### config.mk
export PLATFORM = sky130hd
export DESIGN_NAME = struct_rec_assembler
export DESIGN_NICKNAME = d
export VERILOG_FILES = /design/src/rtl/struct_rec_assembler.sv
export SDC_FILE = /design/constraint.sdc
export NUM_CORES = 1
export LEC_CHECK = 0
export BUFFER_PORTS_ARGS = -buffer_cell sky130_fd_sc_hd__buf_2
export CAP_MARGIN = 30
export CORE_MARGIN = 2
export CORE_UTILIZATION = 40
export CTS_BUF_LIST = sky130_fd_sc_hd__clkbuf_8
export CTS_CLUSTER_DIAMETER = 200
export DETAILED_ROUTE_END_ITERATION = 10
export PLACE_DENSITY = 0.68
export SETUP_SLACK_MARGIN = 0.2
export SLEW_MARGIN = 20
export SYNTH_ARGS = -nofsm -noshare
export SYNTH_HDL_FRONTEND = slang
export SYNTH_SLANG_ARGS = --single-unit
### constraint.sdc
create_clock -name clk -period 1.86 [get_ports clk]
set_input_delay 0.186 -clock clk [delete_from_list [all_inputs] [get_ports clk]]
set_output_delay 0.186 -clock clk [all_outputs]
set_load 0.03 [all_outputs]
### src/rtl/struct_rec_assembler.sv
// Gathers NUM_SUB consecutive sub_struct_t beats into one packed record and
// hands it downstream over a valid/ready port. Field 0 sits in the MSBs.
module struct_rec_assembler #(
  parameter int NUM_SUB = 2,
  parameter int CNT_W   = 8
) (
  input  logic                 clk,
  input  logic                 rst,
  input  logic                 in_valid,
  output logic                 in_ready,
  input  logic                 in_sop,
  input  logic [1:0]           in_beat,
  output logic                 out_valid,
  input  logic                 out_ready,
  output logic [2*NUM_SUB-1:0] out_rec,
  output logic                 out_first_a,
  output logic                 out_last_b,
  output logic [CNT_W-1:0]     rec_count,
  output logic [CNT_W-1:0]     drop_count
);

  localparam int REC_W = 2 * NUM_SUB;
  localparam int IDX_W = (NUM_SUB > 1) ? $clog2(NUM_SUB) : 1;

  typedef struct packed {
    logic a;
    logic b;
  } sub_sub_struct_t;

  typedef struct packed {
    sub_sub_struct_t c;
  } sub_struct_t;

  typedef sub_struct_t [NUM_SUB-1:0] rec_t;

  typedef enum logic [1:0] {IDLE, COLLECT, FULL} state_t;

  state_t           state, state_n;
  logic [IDX_W-1:0] idx, idx_n;
  rec_t             rec, rec_n;
  logic             accept, drop_inc, deliver;

  // Field k lives at struct index NUM_SUB-1-k, i.e. bit offset 2*(NUM_SUB-1-k).
  function automatic rec_t put_field(input rec_t r, input int unsigned pos,
                                     input logic [1:0] beat);
    logic [REC_W-1:0] flat;
    int unsigned      sh;
    sh   = 2 * (NUM_SUB - 1 - pos);
    flat = r;
    flat = (flat & ~(REC_W'(2'b11) << sh)) | (REC_W'(beat) << sh);
    return rec_t'(flat);
  endfunction

  assign in_ready = (state != FULL) | out_ready;
  assign accept   = in_valid & in_ready;

  always_comb begin
    state_n  = state;
    idx_n    = idx;
    rec_n    = rec;
    drop_inc = 1'b0;
    deliver  = 1'b0;
    case (state)
      IDLE, FULL: begin
        if (state == FULL) begin
          deliver = out_ready;
          if (out_ready) state_n = IDLE;
        end
        // In FULL a beat is only accepted alongside the handoff, so the
        // record register is free to start the next record in the same cycle.
        if (accept) begin
          if (in_sop) begin
            rec_n   = put_field(rec, 0, in_beat);
            idx_n   = IDX_W'(1);
            state_n = (NUM_SUB == 1) ? FULL : COLLECT;
          end else begin
            drop_inc = 1'b1;
          end
        end
      end
      COLLECT: begin
        if (accept) begin
          if (in_sop) begin
            drop_inc = 1'b1;
            rec_n    = put_field(rec, 0, in_beat);
            idx_n    = IDX_W'(1);
          end else begin
            rec_n = put_field(rec, 32'(idx), in_beat);
            if (32'(idx) == NUM_SUB - 1) begin
              state_n = FULL;
              idx_n   = '0;
            end else begin
              idx_n = idx + 1'b1;
            end
          end
        end
      end
      default: state_n = IDLE;
    endcase
  end

  always_ff @(posedge clk or posedge rst) begin
    if (rst) begin
      state      <= IDLE;
      idx        <= '0;
      rec        <= '0;
      rec_count  <= '0;
      drop_count <= '0;
    end else begin
      state <= state_n;
      idx   <= idx_n;
      rec   <= rec_n;
      if (deliver) rec_count <= rec_count + 1'b1;
      if (drop_inc && (drop_count != '1)) drop_count <= drop_count + 1'b1;
    end
  end

  assign out_valid   = (state == FULL);
  assign out_rec     = rec;
  assign out_first_a = rec[NUM_SUB-1].c.a;
  assign out_last_b  = rec[0].c.b;

endmodule

Yosys cells after proc, flatten, opt, wreduce, memory -nomap -nowiden

Cells that the tools add are included.

$add $sub $neg: 4
Equality and inequality tests: 9
Shifts and indexed selects: 2
Muxes and demuxes: 26
Bitwise operators: 6
Reduce and logical (&&, ||, !) cells: 6

Operators with widths:

| cell                   | count |
|---|---|
| $shl A2 B32 Y4         | 1 |
| $shl A2 B32 Y4 const A | 1 |
| $add A8 B1 Y8 const B  | 2 |
| $mux W4                | 4 |
| $mux W2                | 7 |
| $ne A2 B2 Y1 const B   | 6 |
| $mux W1                | 11 |
| $ne A8 B8 Y1 const B   | 1 |
| $pmux W4 S2            | 1 |
| $and A4 B4 Y4          | 1 |
| $not A4 Y4             | 1 |
| $or A2 B4 Y4           | 1 |
| $or A4 B4 Y4           | 1 |
| $pmux W1 S2            | 2 |
| $pmux W2 S2            | 1 |
| $reduce_and A4 Y1      | 1 |
| $reduce_and A3 Y1      | 1 |
| $eq A2 B1 Y1 const B   | 1 |
| $eq A2 B2 Y1 const B   | 1 |
| $logic_not A2 Y1       | 1 |
| $reduce_bool A2 Y1     | 1 |
| $reduce_or A2 Y1       | 1 |
| $sub A1 B1 Y2 const A  | 1 |
| $add A1 B1 Y1 const B  | 1 |
| 3 further kinds        | 3 |

Flip-flop bits (word level): 23
Bits of input ports: 7

Logic depth before layout (Yosys ltp)

Gate-level depths: netlist (run 1).

Depth in word-level cells: 8
Gate-level depth with buffers: 8
Gate-level depth less buffers: 7

Worst setup path before layout (run 1)

No wires, ideal clock.

Kind: register -> register
Start point: register state[1]
End point: register drop_count[1]
Setup time: 0.125 ns
Data arrival time: 1.571 ns
Required time: 1.735 ns
Setup slack: 0.164 ns
Stages on the path, launching flop included: 9
Buffers on the path: 1
Clock period less this slack: 1.696 ns
Path through: dfrtp_1 -> buf_6 -> nand2b_2 -> inv_2 -> ha_1 -> nand2_1 -> a21oi_2 -> nand2_2 -> mux2_4

Longest elaborated chain between the ends: 6
Elaborated cells between the ends (all ways): 11

Ends and longest elaborated chain:

| element                           | RTL line | source |
|---|---|---|
| start: declaration                | 38       | `state_t state, state_n;` |
| start signal: assignment          | 110      | `state <= state_n;` |
| $ne A2 B2 Y1                      | 54       | `assign in_ready = (state != FULL) \| out_ready;` |
| $or A1 B1 Y1                      | 54       |  |
| $and A1 B1 Y1                     | 55       | `assign accept = in_valid & in_ready;` |
| $mux W1, on equally long branches | 82, 71   |  |
| $pmux W1 S2 (*)                   | 63       | `case (state)` |
| $logic_and A1 B1 Y1 (*)           | 114      | `if (drop_inc && (drop_count != '1)) drop_count <= drop_count + 1'b1;` |
| end signal: assignment            | 114      |  |
| end: declaration                  | 19       | `output logic [CNT_W-1:0] drop_count` |

Every way passes the cells marked *; elsewhere a longest branch is shown, timed or not.
A chain may end at the register's enable or synchronous reset.

Worst setup path after layout (run 1)

Start point: register state[0]
End point: register drop_count[5]

The elaborated chain is that of the path after synthesis.

==> results of run 1 <==
## layout make-up
cell class                      count  area, um^2
Timing Repair Buffer               35         190
Multi-Input combinational cell     77         601
Clock buffer                        3        41.3
Clock inverter                      1        5.00
Fill cell                         267        1330
Sequential cell                    23         576
Inverter                            6        25.0
Tap cell                           31        38.8
## layer usage
metal | up-vias | GRT usage [%]
met5 | - | 0
met4 | 0 | 2.92
met3 | 2 | 4.18
met2 | 27 | 24.9
met1 | 455 | 17.4
li1 | 454 | -
## worst max path at each step
stage / startpoint / slack [ns] / endpoint / depth (start not counted)
final: state[0] / 0.28 / drop_count[5] / 7
after global placement: state[0] / 0.30 / drop_count[1] / 7
after CTS: state[0] / 0.24 / drop_count[1] / 7
after global routing: state[0] / 0.18 / drop_count[1] / 7
after detailed placement: state[0] / 0.24 / drop_count[1] / 7
after floorplan: state[1] / 0.20 / drop_count[5] / 8
## power groups by stage
stage | Combinational [mW] | Sequential [mW] | Clock, mW
global placement | 1.06 | 0.816 | 0
CTS | 1.07 | 0.820 | 0.315
detailed placement | 1.07 | 0.825 | 0
floorplan | 0.562 | 1.07 | 0
finish | 1.12 | 0.820 | 0.303
global route | 1.22 | 0.847 | 0.335
## worst max-delay path, stage by stage, from the launching register on
cell,delay [ns]
dfrtp_1,0.41
nand2b_4,0.10
inv_4,0.05
ha_4,0.27
nand2_4,0.06
a211oi_4,0.28
nand4_1,0.16
xnor2_1,0.15
## sequential cells by signal, summed over array words and instances (netlist names), named ones only
signal and cells:
rec_count 8, state 2, out_last_b 1, idx 1
out_rec 1, drop_count 8
## logic make-up (layout without fill, tap and decap cells)
| logic type | Yosys count | in the layout |
|---|---|---|
| adder cells (fa/ha/maj) | 4 | 4 |
| multiplexers | 4 | 4 |
| AO/OA/AOI/OAI | 18 | 18 |
| buffers and inverters | 9 | 45 |
| XOR/XNOR | 11 | 11 |
| AND/OR/NAND/NOR | 40 | 40 |
| flip-flops | 23 | 23 |
## through the flow
step	setup slack (ns)	instance area, um^2	hold slack [ns]
3_3_place_gp	0.296	1390	0.236
2_1_floorplan	0.199	1200	0.188
3_5_place_dp	0.237	1390	0.239
5_1_grt	0.180	1480	0.148
4_1_cts	0.237	1440	0.150
6_report	0.278	1480	0.155
## Yosys cell counts, types with 2 or more instances
master / number
dfrtp_1: 23
nand2_1: 9
xnor2_1: 8
nand3_1: 7
a21oi_1: 4
and3_1: 4
ha_1: 4
inv_1: 4
nor2_1: 4
nand2b_1: 3
nand4_1: 3
xor2_1: 3
a22o_1: 2
and4_1: 2
buf_4: 2
inv_2: 2
mux2_1: 2
o21ai_1: 2
## repair_timing
| item | CTS | global route |
|---|---|---|
| hold buffers | 1 | 0 |
| setup buffers | 0 | 1 |
| endpoints found under the setup margin | 0 | 3 |
| hold endpoints to repair | 23 | 0 |
| gates resized for setup | 0 | 4 |
==> run_results.csv, run 1 <==
group,metric,value,unit
setup_path,critPathKind,"flip-flop to flip-flop",
floorplanning,fp.coreArea,2810,um^2
yosys,synth_edf_count,0,
grt,grt_pass1_wl,3750,um
floorplanning,initial_utilization,42.5,%
yosys,synth_mux_area_share,3.99,%
min_path,holdCritStartpoint,"in_beat[0]",
grt,antenna_found_initial,0,
min_path,hold_class,"input pin to flip-flop",
drt,wl_met1,973,um
power,p_clk_share,13.5,%
placed_design,gp_congestion,0.915,
power,p_leak,0.738,nW
floorplanning,io_pins,31,
sta,setup-tns-final,0,ns
layout,finalNetCount,157,
yosys,synth_top_family_by_area,"simple AND/OR/NAND/NOR gates",
yosys,synth-compound-area-share,12.0,%
yosys,synth_top_area_cell,"dfrtp_1",
grt,grtUsageTotal,14.2,%
floorplanning,dieArea,3430,um^2
yosys,synthSimpleGateAreaFrac,19.4,%
yosys,synth_xor_area_share,8.08,%
clock_tree,htreeDepth,1,
setup_path,reg2reg_depth,7,
layout,post_route_cells_drive_above_1_share,34.5,%
clock_tree,cts.clk_slew.worst_paths,0.08,ns
run_status,outcome,"finished with violations",
layout,final_core_util,52.6,%
yosys,synth_nets,120,
sta,tightestPinTransition,0.360,ns
clock_tree,cts_buffer_depth,2,
sta,final-hold-violation-count,0,
grt,grt_max_degree,24,
drt,wl_per_cell,12.9,um
drt,antenna_left,0,
min_path,min_path_cells,2,
clock_tree,numClockSinks,23,
layout,instances_no_fill,176,
yosys,syn-instance-count,109,
clock_tree,tritoncts,"built",
setup_path,critPathRequiredTime,2.01,ns
floorplanning,die_h,58.6,um
power,power_density,1520,nW/um^2
yosys,async_reset_ff_share,100,%
yosys,yosys-top-cells-area,"dfrtp_1 48%, xnor2_1 5.9%, ha_1 4.2%",
setup_path,endpoint_kind,"flip-flop",
sta,timing.final.crit_share,85.1,%
drt,dr_wl_met3,119,um
drt,drc,2,
sta,clock.fmax,632,MHz
clock_tree,insertion_delay,0.26,ns
power,power.internal,1.24,mW
clock_tree,numCtsBuffers,3,
yosys,syn-cell-area,1190,um^2
sta,max_slew_margin,75.6,%
placed_design,dp.cells,170,
setup_path,path_max_fanout,4,
layout,syn_to_final_growth,23.8,%
setup_path,startpoint_type,"flip-flop",
floorplanning,row_count,19,
flow_run,drv_cap,0,
power,combPwrFrac,49.9,%
placed_design,dpl.hpwl,1710,um
layout,layout_commonest_cell,"buf_2",
drt,drt_iter0_markers,48,
yosys,ys_ff_latch,23,
layout,final_cell_mix,"30 x buf_2, 23 x dfrtp_1, 8 x nand2_1, 8 x xnor2_1, 7 x nand3_1",
drt,top_layer,"met4",
clock_tree,clockRootBuffer,"clkbuf_8",
grt,grt_remaining_overflow,0,
yosys,ys_warn_count,0,
yosys,synth_fa_ha_area_share,4.20,%
power,p_switching,1.01,mW
yosys,yosysUniqueCellTypes,39,
floorplanning,fp.dieW,58.6,um
grt,first_global_vias,889,
drt,wirelength,2270,um
layout,num_antenna_cells,0,
drt,num_vias,938,
yosys,synth_area_per_cell,10.9,um^2
power,power,2.24,mW
power,vdd_ir_drop_max,660,uV
sta,setup_viol,0,
yosys,synth_ff_type,"dfrtp_1",
drt,routed-wl-met2,1160,um
setup_path,arrival,1.74,ns
run_status,violations,"DRC",
yosys,netlist.area_leader.share,48.3,%
sta,period_needed,1.58,ns
sta,finalMaxSlewViolations,0,
sta,rsz0062_at_grt,"no",
setup_path,r2r_start,"state[0]",
sta,finClkSkew,0.00486,ns
drt,vias_per_cell,5.33,
power,p_sw_share,44.9,%
power,seq_power_share,36.6,%
placed_design,port_buffers,30,
drt,firstDrtPassIters,7,
setup_path,regToRegSetupSlack,0.28,ns
yosys,ys_seq_area_share,48.3,%
setup_path,timing.rr.end,"drop_count[5]",
Power figures use the tool's default switching activity.
==> inputs of run 2 (changes only) <==
ABC_AREA = 1   (was not set)
PLACE_DENSITY = 0.67   (was 0.68)
==> run 2 against run 1 <==
- the flow now finishes without violations
- clock power up 3%
- sequential power down 1%
- first-iteration DRC count down 13%
- flip-flop and latch count unchanged
- total power down 10%
- largest power group unchanged
- highest routed layer unchanged
==> run_results.csv, run 2 <==
group,metric,value,unit
sta,timing.final.crit_share,83.6,%
placed_design,dpl.hpwl,1910,um
sta,period_needed,1.55,ns
flow_run,drv_cap,0,
yosys,ys_ff_latch,23,
yosys,syn-cell-area,1320,um^2
power,combPwrFrac,44.3,%
setup_path,worst-path-stages,8,
setup_path,critical-path-max-stage-delay,0.45,ns
layout,post_route_cells_drive_above_1_share,24.8,%
grt,grt_max_degree,24,
drt,vias_per_cell,4.53,
layout,instances_no_fill,262,
yosys,synth_nets,194,
sta,finalMaxSlewViolations,0,
layout,syn_to_final_growth,23.6,%
yosys,synth_area_per_cell,7.20,um^2
clock_tree,numClockSinks,23,
setup_path,worstPathCellList,"inv_2, nor2_4, ha_4, a21boi_4, nand3_2, nor2_4, nand2_1, nand2_1",
setup_path,critPathRequiredTime,2.07,ns
power,p_sw_share,46.6,%
min_path,hold_class,"input pin to flip-flop",
drt,antenna_left,0,
sta,finClkSkew,0.00839,ns
power,power_density,1240,nW/um^2
yosys,ys_warn_count,0,
grt,antenna_found_initial,0,
placed_design,dp.cells,256,
placed_design,port_buffers,30,
yosys,ys_seq_area_share,43.7,%
clock_tree,insertion_delay,0.27,ns
placed_design,gp_congestion,0.771,
sta,clock.fmax,643,MHz
drt,num_vias,1188,
clock_tree,clockRootBuffer,"clkbuf_8",
setup_path,critical-path-top-delay-family,"simple AND/OR/NAND/NOR gates",
yosys,yosysUniqueCellTypes,19,
power,seq_power_share,40.2,%
yosys,synth_edf_count,0,
layout,final_cell_mix,"78 x nand2_1, 30 x buf_2, 21 x inv_1, 21 x dfrtp_1, 15 x nand3_1",
setup_path,crit_buf_inv,1,
layout,nFillCells,324,
power,p_switching,0.939,mW
clock_tree,cts_buffer_depth,2,
yosys,synth_top_area_cell,"dfrtp_1",
yosys,synthTopCellsByCount,"78 x nand2_1, 23 x dfrtp_1, 22 x inv_1, 17 x nand3_1, 13 x nor2_1",
clock_tree,tritoncts,"built",
layout,largestRegisters,"drop_count x8, rec_count x8, state x2",
setup_path,critPathSlowestCell,"dfrtp_2",
setup_path,arrival,1.76,ns
yosys,yosys-top-cells-area,"dfrtp_1 44%, nand2_1 22%, nand3_1 6.5%",
yosys,netlist.area_leader.share,43.7,%
clock_tree,numCtsBuffers,3,
clock_tree,htreeDepth,1,
min_path,min_path_cells,3,
layout,finalNetCount,230,
yosys,yosysMostFrequentCell,"nand2_1",
floorplanning,row_count,20,
setup_path,endpoint_kind,"flip-flop",
sta,setup_viol,0,
power,power.internal,1.08,mW
drt,drc,0,
grt,grt_pass1_wl,4370,um
drt,firstDrtPassIters,4,
yosys,async_reset_ff_share,100,%
yosys,synth_ff_type,"dfrtp_1",
layout,num_antenna_cells,0,
floorplanning,fp.coreArea,3100,um^2
floorplanning,dieArea,3770,um^2
setup_path,startpoint_type,"flip-flop",
floorplanning,io_pins,31,
run_status,outcome,"finished, final reports clean",
sta,setup-tns-final,0,ns
sta,tightestPinTransition,0.292,ns
setup_path,critPathKind,"flip-flop to flip-flop",
floorplanning,initial_utilization,42.5,%
sta,rsz0062_at_grt,"no",
clock_tree,cts.clk_slew.worst_paths,0.09,ns
grt,first_global_vias,1043,
drt,wl_per_cell,9.72,um
drt,wirelength,2550,um
grt,grt_remaining_overflow,0,
setup_path,path_max_fanout,8,
floorplanning,die_h,61.4,um
layout,layout_commonest_cell,"nand2_1",
floorplanning,fp.dieW,61.4,um
power,p_leak,0.921,nW
yosys,syn-instance-count,183,
power,p_clk_share,15.5,%
sta,final-hold-violation-count,0,
power,vdd_ir_drop_max,714,uV
setup_path,reg2reg_depth,8,
drt,drt_iter0_markers,42,
sta,max_slew_margin,80.5,%
grt,grtUsageTotal,15.5,%
## run 2: cell count changes in the layout (fill, tap and decap cells not counted), sizes merged, moves of 2 or more
cell / before / now
xnor2: 8 / 4
and3: 4 / 0
inv: 6 / 24
nand2b: 5 / 0
a21oi: 5 / 0
a22o: 2 / 0
nor2: 4 / 17
nand3: 7 / 18
buf: 34 / 32
and4: 2 / 0
mux2: 3 / 0
nand2: 10 / 80
## run 2: final timing paths
kind / end / slack, ns / from
max reg2reg: drop_count[5] / 0.31 / state[0]
min reg2reg: flip-flop / 0.48 / flip-flop
min: flip-flop / 0.16 / in_beat[1]
min in group asynchronous: out_rec[1] / 0.49 / rst
max: drop_count[5] / 0.31 / state[0]
max in group asynchronous: state[0] / 1.12 / rst
## run 2: final cells by class
class | count | area [um^2] | area share, %
timing repair buffer | 33 | 175 | 10.8
inverter | 24 | 90.1 | 5.53
sequential | 23 | 578 | 35.5
multi-input combinational | 134 | 683 | 42.0
tap | 44 | 55.1 | 3.38
clock buffer | 3 | 41.3 | 2.54
clock inverter | 1 | 5.00 | 0.307
## run 2: per-stage QoR
stage	setup slack, ns	hold slack [ns]	utilization, %	power, mW	area (um^2)
after global routing	0.204	0.171	52.5	2.19	1630
after detailed placement	0.124	0.242	48.8	1.66	1520
final	0.305	0.161	52.5	2.02	1630
after CTS	0.218	0.155	51.1	1.99	1590
after floorplan	0.326	0.188	-	1.43	1320
after global placement	0.169	0.240	48.8	1.65	1520
## run 2: power groups by stage
stage          clock network, mW  logic (mW)  registers (mW)
2_1_floorplan                  0       0.434           0.999
3_3_place_gp                   0       0.841           0.807
3_5_place_dp                   0       0.849           0.807
4_1_cts                    0.327       0.865           0.801
5_1_grt                    0.352        1.00           0.840
6_report                   0.313       0.894           0.811
## run 2: per-layer routing
layer / track usage, % / wire (um) / part of all wire, %
met3: 4.62 / 117 / 4.6
met1: 19.4 / 1240 / 48
met4: 3.34 / 14 / 0.55
met2: 26.4 / 1180 / 46
met5: 0 / 0 / 0
## run 2: cell families (layout without fill, tap and decap cells)
kind of cell | Yosys count | count (layout) | synth area share (%)
AND/OR/NAND/NOR | 119 | 119 | 38.3
adder cells (fa/ha/maj) | 4 | 4 | 3.80
AO/OA/AOI/OAI | 5 | 5 | 2.28
flip-flops | 23 | 23 | 43.7
XOR/XNOR | 6 | 6 | 3.99
buffers and inverters | 26 | 61 | 7.98
## run 2: what timing repair did
| item | CTS | global route |
|---|---|---|
| gates cloned | 0 | 0 |
| hold buffers | 1 | 0 |
| hold endpoints to repair | 23 | 0 |
| setup buffers | 0 | 1 |
| resized for setup | 4 | 8 |
| pin swaps | 1 | 3 |
| setup endpoints to repair | 8 | 8 |
## run 2: worst min-delay path, delay by kind of cell
family | cells | cell delay (ns)
buffers and inverters | 1 | 0.09
AND/OR/NAND/NOR | 2 | 0.13
==> inputs of run 3 (changes only) <==
clock period = 1.5 ns   (was 1.86 ns; I/O delays follow)
==> run 3 against run 2 <==
- via count grew 5.6%
- clock skew is 0.0066 ns lower
- sequential power increased by 21%
- total power grew 42%
- combinational power rose by 66%
- global-route usage is 1.2 points higher
==> run_results.csv, run 3 (synthesized netlist as in run 2, its figures left out) <==
group,metric,value,unit
run_status,outcome,"finished, final reports clean",
setup_path,critPathKind,"flip-flop to flip-flop",
setup_path,critical-path-max-stage-delay,0.39,ns
clock_tree,htreeDepth,1,
floorplanning,initial_utilization,42.5,%
setup_path,critPathLaunch,"state[0]",
grt,first_global_vias,1086,
clock_tree,numCtsBuffers,3,
sta,rsz0062_at_grt,"yes",
layout,post_route_cells_drive_above_1_share,34.6,%
drt,drt_iter0_markers,50,
drt,wirelength,2980,um
grt,grt_max_degree,24,
setup_path,path_max_fanout,8,
power,p_leak,1.03,nW
floorplanning,fp.coreArea,3100,um^2
clock_tree,clockRootBuffer,"clkbuf_8",
floorplanning,row_count,20,
floorplanning,io_pins,31,
power,p_switching,1.31,mW
sta,setup_viol,0,
setup_path,arrival,1.68,ns
setup_path,critPathSlowestCell,"dfrtp_1",
sta,finClkSkew,0.00179,ns
sta,clock.fmax,683,MHz
placed_design,dpl.hpwl,1950,um
min_path,hold_class,"input pin to flip-flop",
setup_path,worstPathCellList,"inv_2, nor2_4, ha_4, a21boi_4, nand3_2, nor2_4, nand2_1, nand2_1",
flow_run,drv_cap,0,
setup_path,r2r_start,"state[0]",
layout,final_area,1860,um^2
drt,antenna_left,0,
setup_path,reg2reg_depth,8,
clock_tree,tritoncts,"built",
setup_path,endpoint,"drop_count[2]",
floorplanning,fp.dieW,61.4,um
placed_design,pre_cts_slack,-0.0107,ns
placed_design,gp_congestion,0.793,
clock_tree,numClockSinks,23,
power,seq_power_share,34.3,%
layout,final_cell_mix,"74 x nand2_1, 28 x buf_2, 21 x inv_1, 21 x dfrtp_1, 15 x buf_4",
drt,vias_per_cell,4.51,
power,power_density,1540,nW/um^2
sta,worst_slack,0.0357,ns
drt,firstDrtPassIters,4,
grt,grt_pass1_wl,4680,um
power,power,2.86,mW
drt,wl_per_cell,10.7,um
floorplanning,dieArea,3770,um^2
layout,num_antenna_cells,0,
grt,grt_remaining_overflow,0,
sta,period_needed,1.46,ns
grt,grtUsageTotal,16.7,%
sta,final-hold-violation-count,0,
setup_path,critPathRequiredTime,1.71,ns
power,p_clk_share,14.0,%
placed_design,port_buffers,30,
placed_design,dpl_cell_area,1580,um^2
sta,tightestPinTransition,0.297,ns
setup_path,regToRegSetupSlack,0.04,ns
sta,max_slew_margin,80.2,%
setup_path,endpoint_kind,"flip-flop",
power,power.internal,1.55,mW
layout,finalNetCount,246,
clock_tree,cts.clk_slew.worst_paths,0.09,ns
sta,timing.final.crit_share,97.6,%
layout,instances_no_fill,278,
layout,largestRegisters,"drop_count x8, rec_count x8, state x2",
power,p_sw_share,45.8,%
drt,drc,0,
clock_tree,insertion_delay,0.27,ns
setup_path,timing.rr.end,"drop_count[2]",
layout,syn_to_final_growth,41.3,%
sta,finalMaxSlewViolations,0,
floorplanning,die_h,61.4,um
layout,layout_commonest_cell,"nand2_1",
grt,antenna_found_initial,0,
setup_path,startpoint_type,"flip-flop",
placed_design,dp.cells,262,
drt,num_vias,1254,
power,vdd_ir_drop_max,887,uV
power,combPwrFrac,51.7,%
clock_tree,cts_buffer_depth,2,
run 3: critical path, delay by kind of cell (launching register included):
kind / cells / cell delay [ns]
adder cells (fa/ha/maj): 1 / 0.25
AO/OA/AOI/OAI: 1 / 0.18
AND/OR/NAND/NOR: 5 / 0.49
flip-flops: 1 / 0.39
buffers and inverters: 1 / 0.08
run 3: power groups by stage:
stage / Clock, mW / Combinational (mW) / Sequential [mW]
after floorplan: 0 / 0.554 / 1.25
after global placement: 0 / 1.16 / 0.979
after detailed placement: 0 / 1.17 / 0.977
after CTS: 0.416 / 1.31 / 0.969
after global routing: 0.437 / 1.62 / 1.01
final: 0.401 / 1.48 / 0.980
run 3: timing repair:
| action | CTS | global route |
|---|---|---|
| buffers inserted | 6 | 5 |
| setup endpoints to repair | 11 | 23 |
| resized for setup | 11 | 23 |
| endpoints found under the hold margin | 23 | 0 |
| pin swaps | 11 | 8 |
| hold buffers | 1 | 0 |
run 3: layout make-up:
cell class              instances  area (um^2)
clock buffers                   3         41.3
clock inverters                 1         5.00
fillers                       307         1240
inverters                      24         95.1
multi-input cells             134          768
flip-flops and latches         23          578
well taps                      44         55.1
repair buffers                 49          319
run 3: through the flow:
| step | TNS, ns | utilization, % | hold WS, ns |
|---|---|---|---|
| floorplan | 0 | - | 0.152 |
| global placement | 0 | 50.8 | 0.207 |
| detailed placement | -0.0497 | 50.8 | 0.212 |
| CTS | 0 | 55.8 | 0.124 |
| global route | -0.286 | 60.0 | 0.161 |
| finish | 0 | 60.0 | 0.131 |
run 3: worst min path at each step:
stage | to | startpoint | depth (start not counted)
global placement | async pin | rst | 3
CTS | flip-flop | in_beat[0] | 3
finish | flip-flop | in_beat[1] | 3
global route | flip-flop | in_beat[1] | 3
floorplan | async pin | rst | 1
detailed placement | idx | rst | 3
run 3: routing by layer:
layer | vias to the layer above | share of wire (%) | GRT usage (%)
met5 | - | 0 | 0
met4 | 0 | 1.3 | 4.56
met3 | 6 | 3.2 | 4.41
met1 | 567 | 47 | 22.9
li1 | 661 | - | -
met2 | 20 | 48 | 26.3
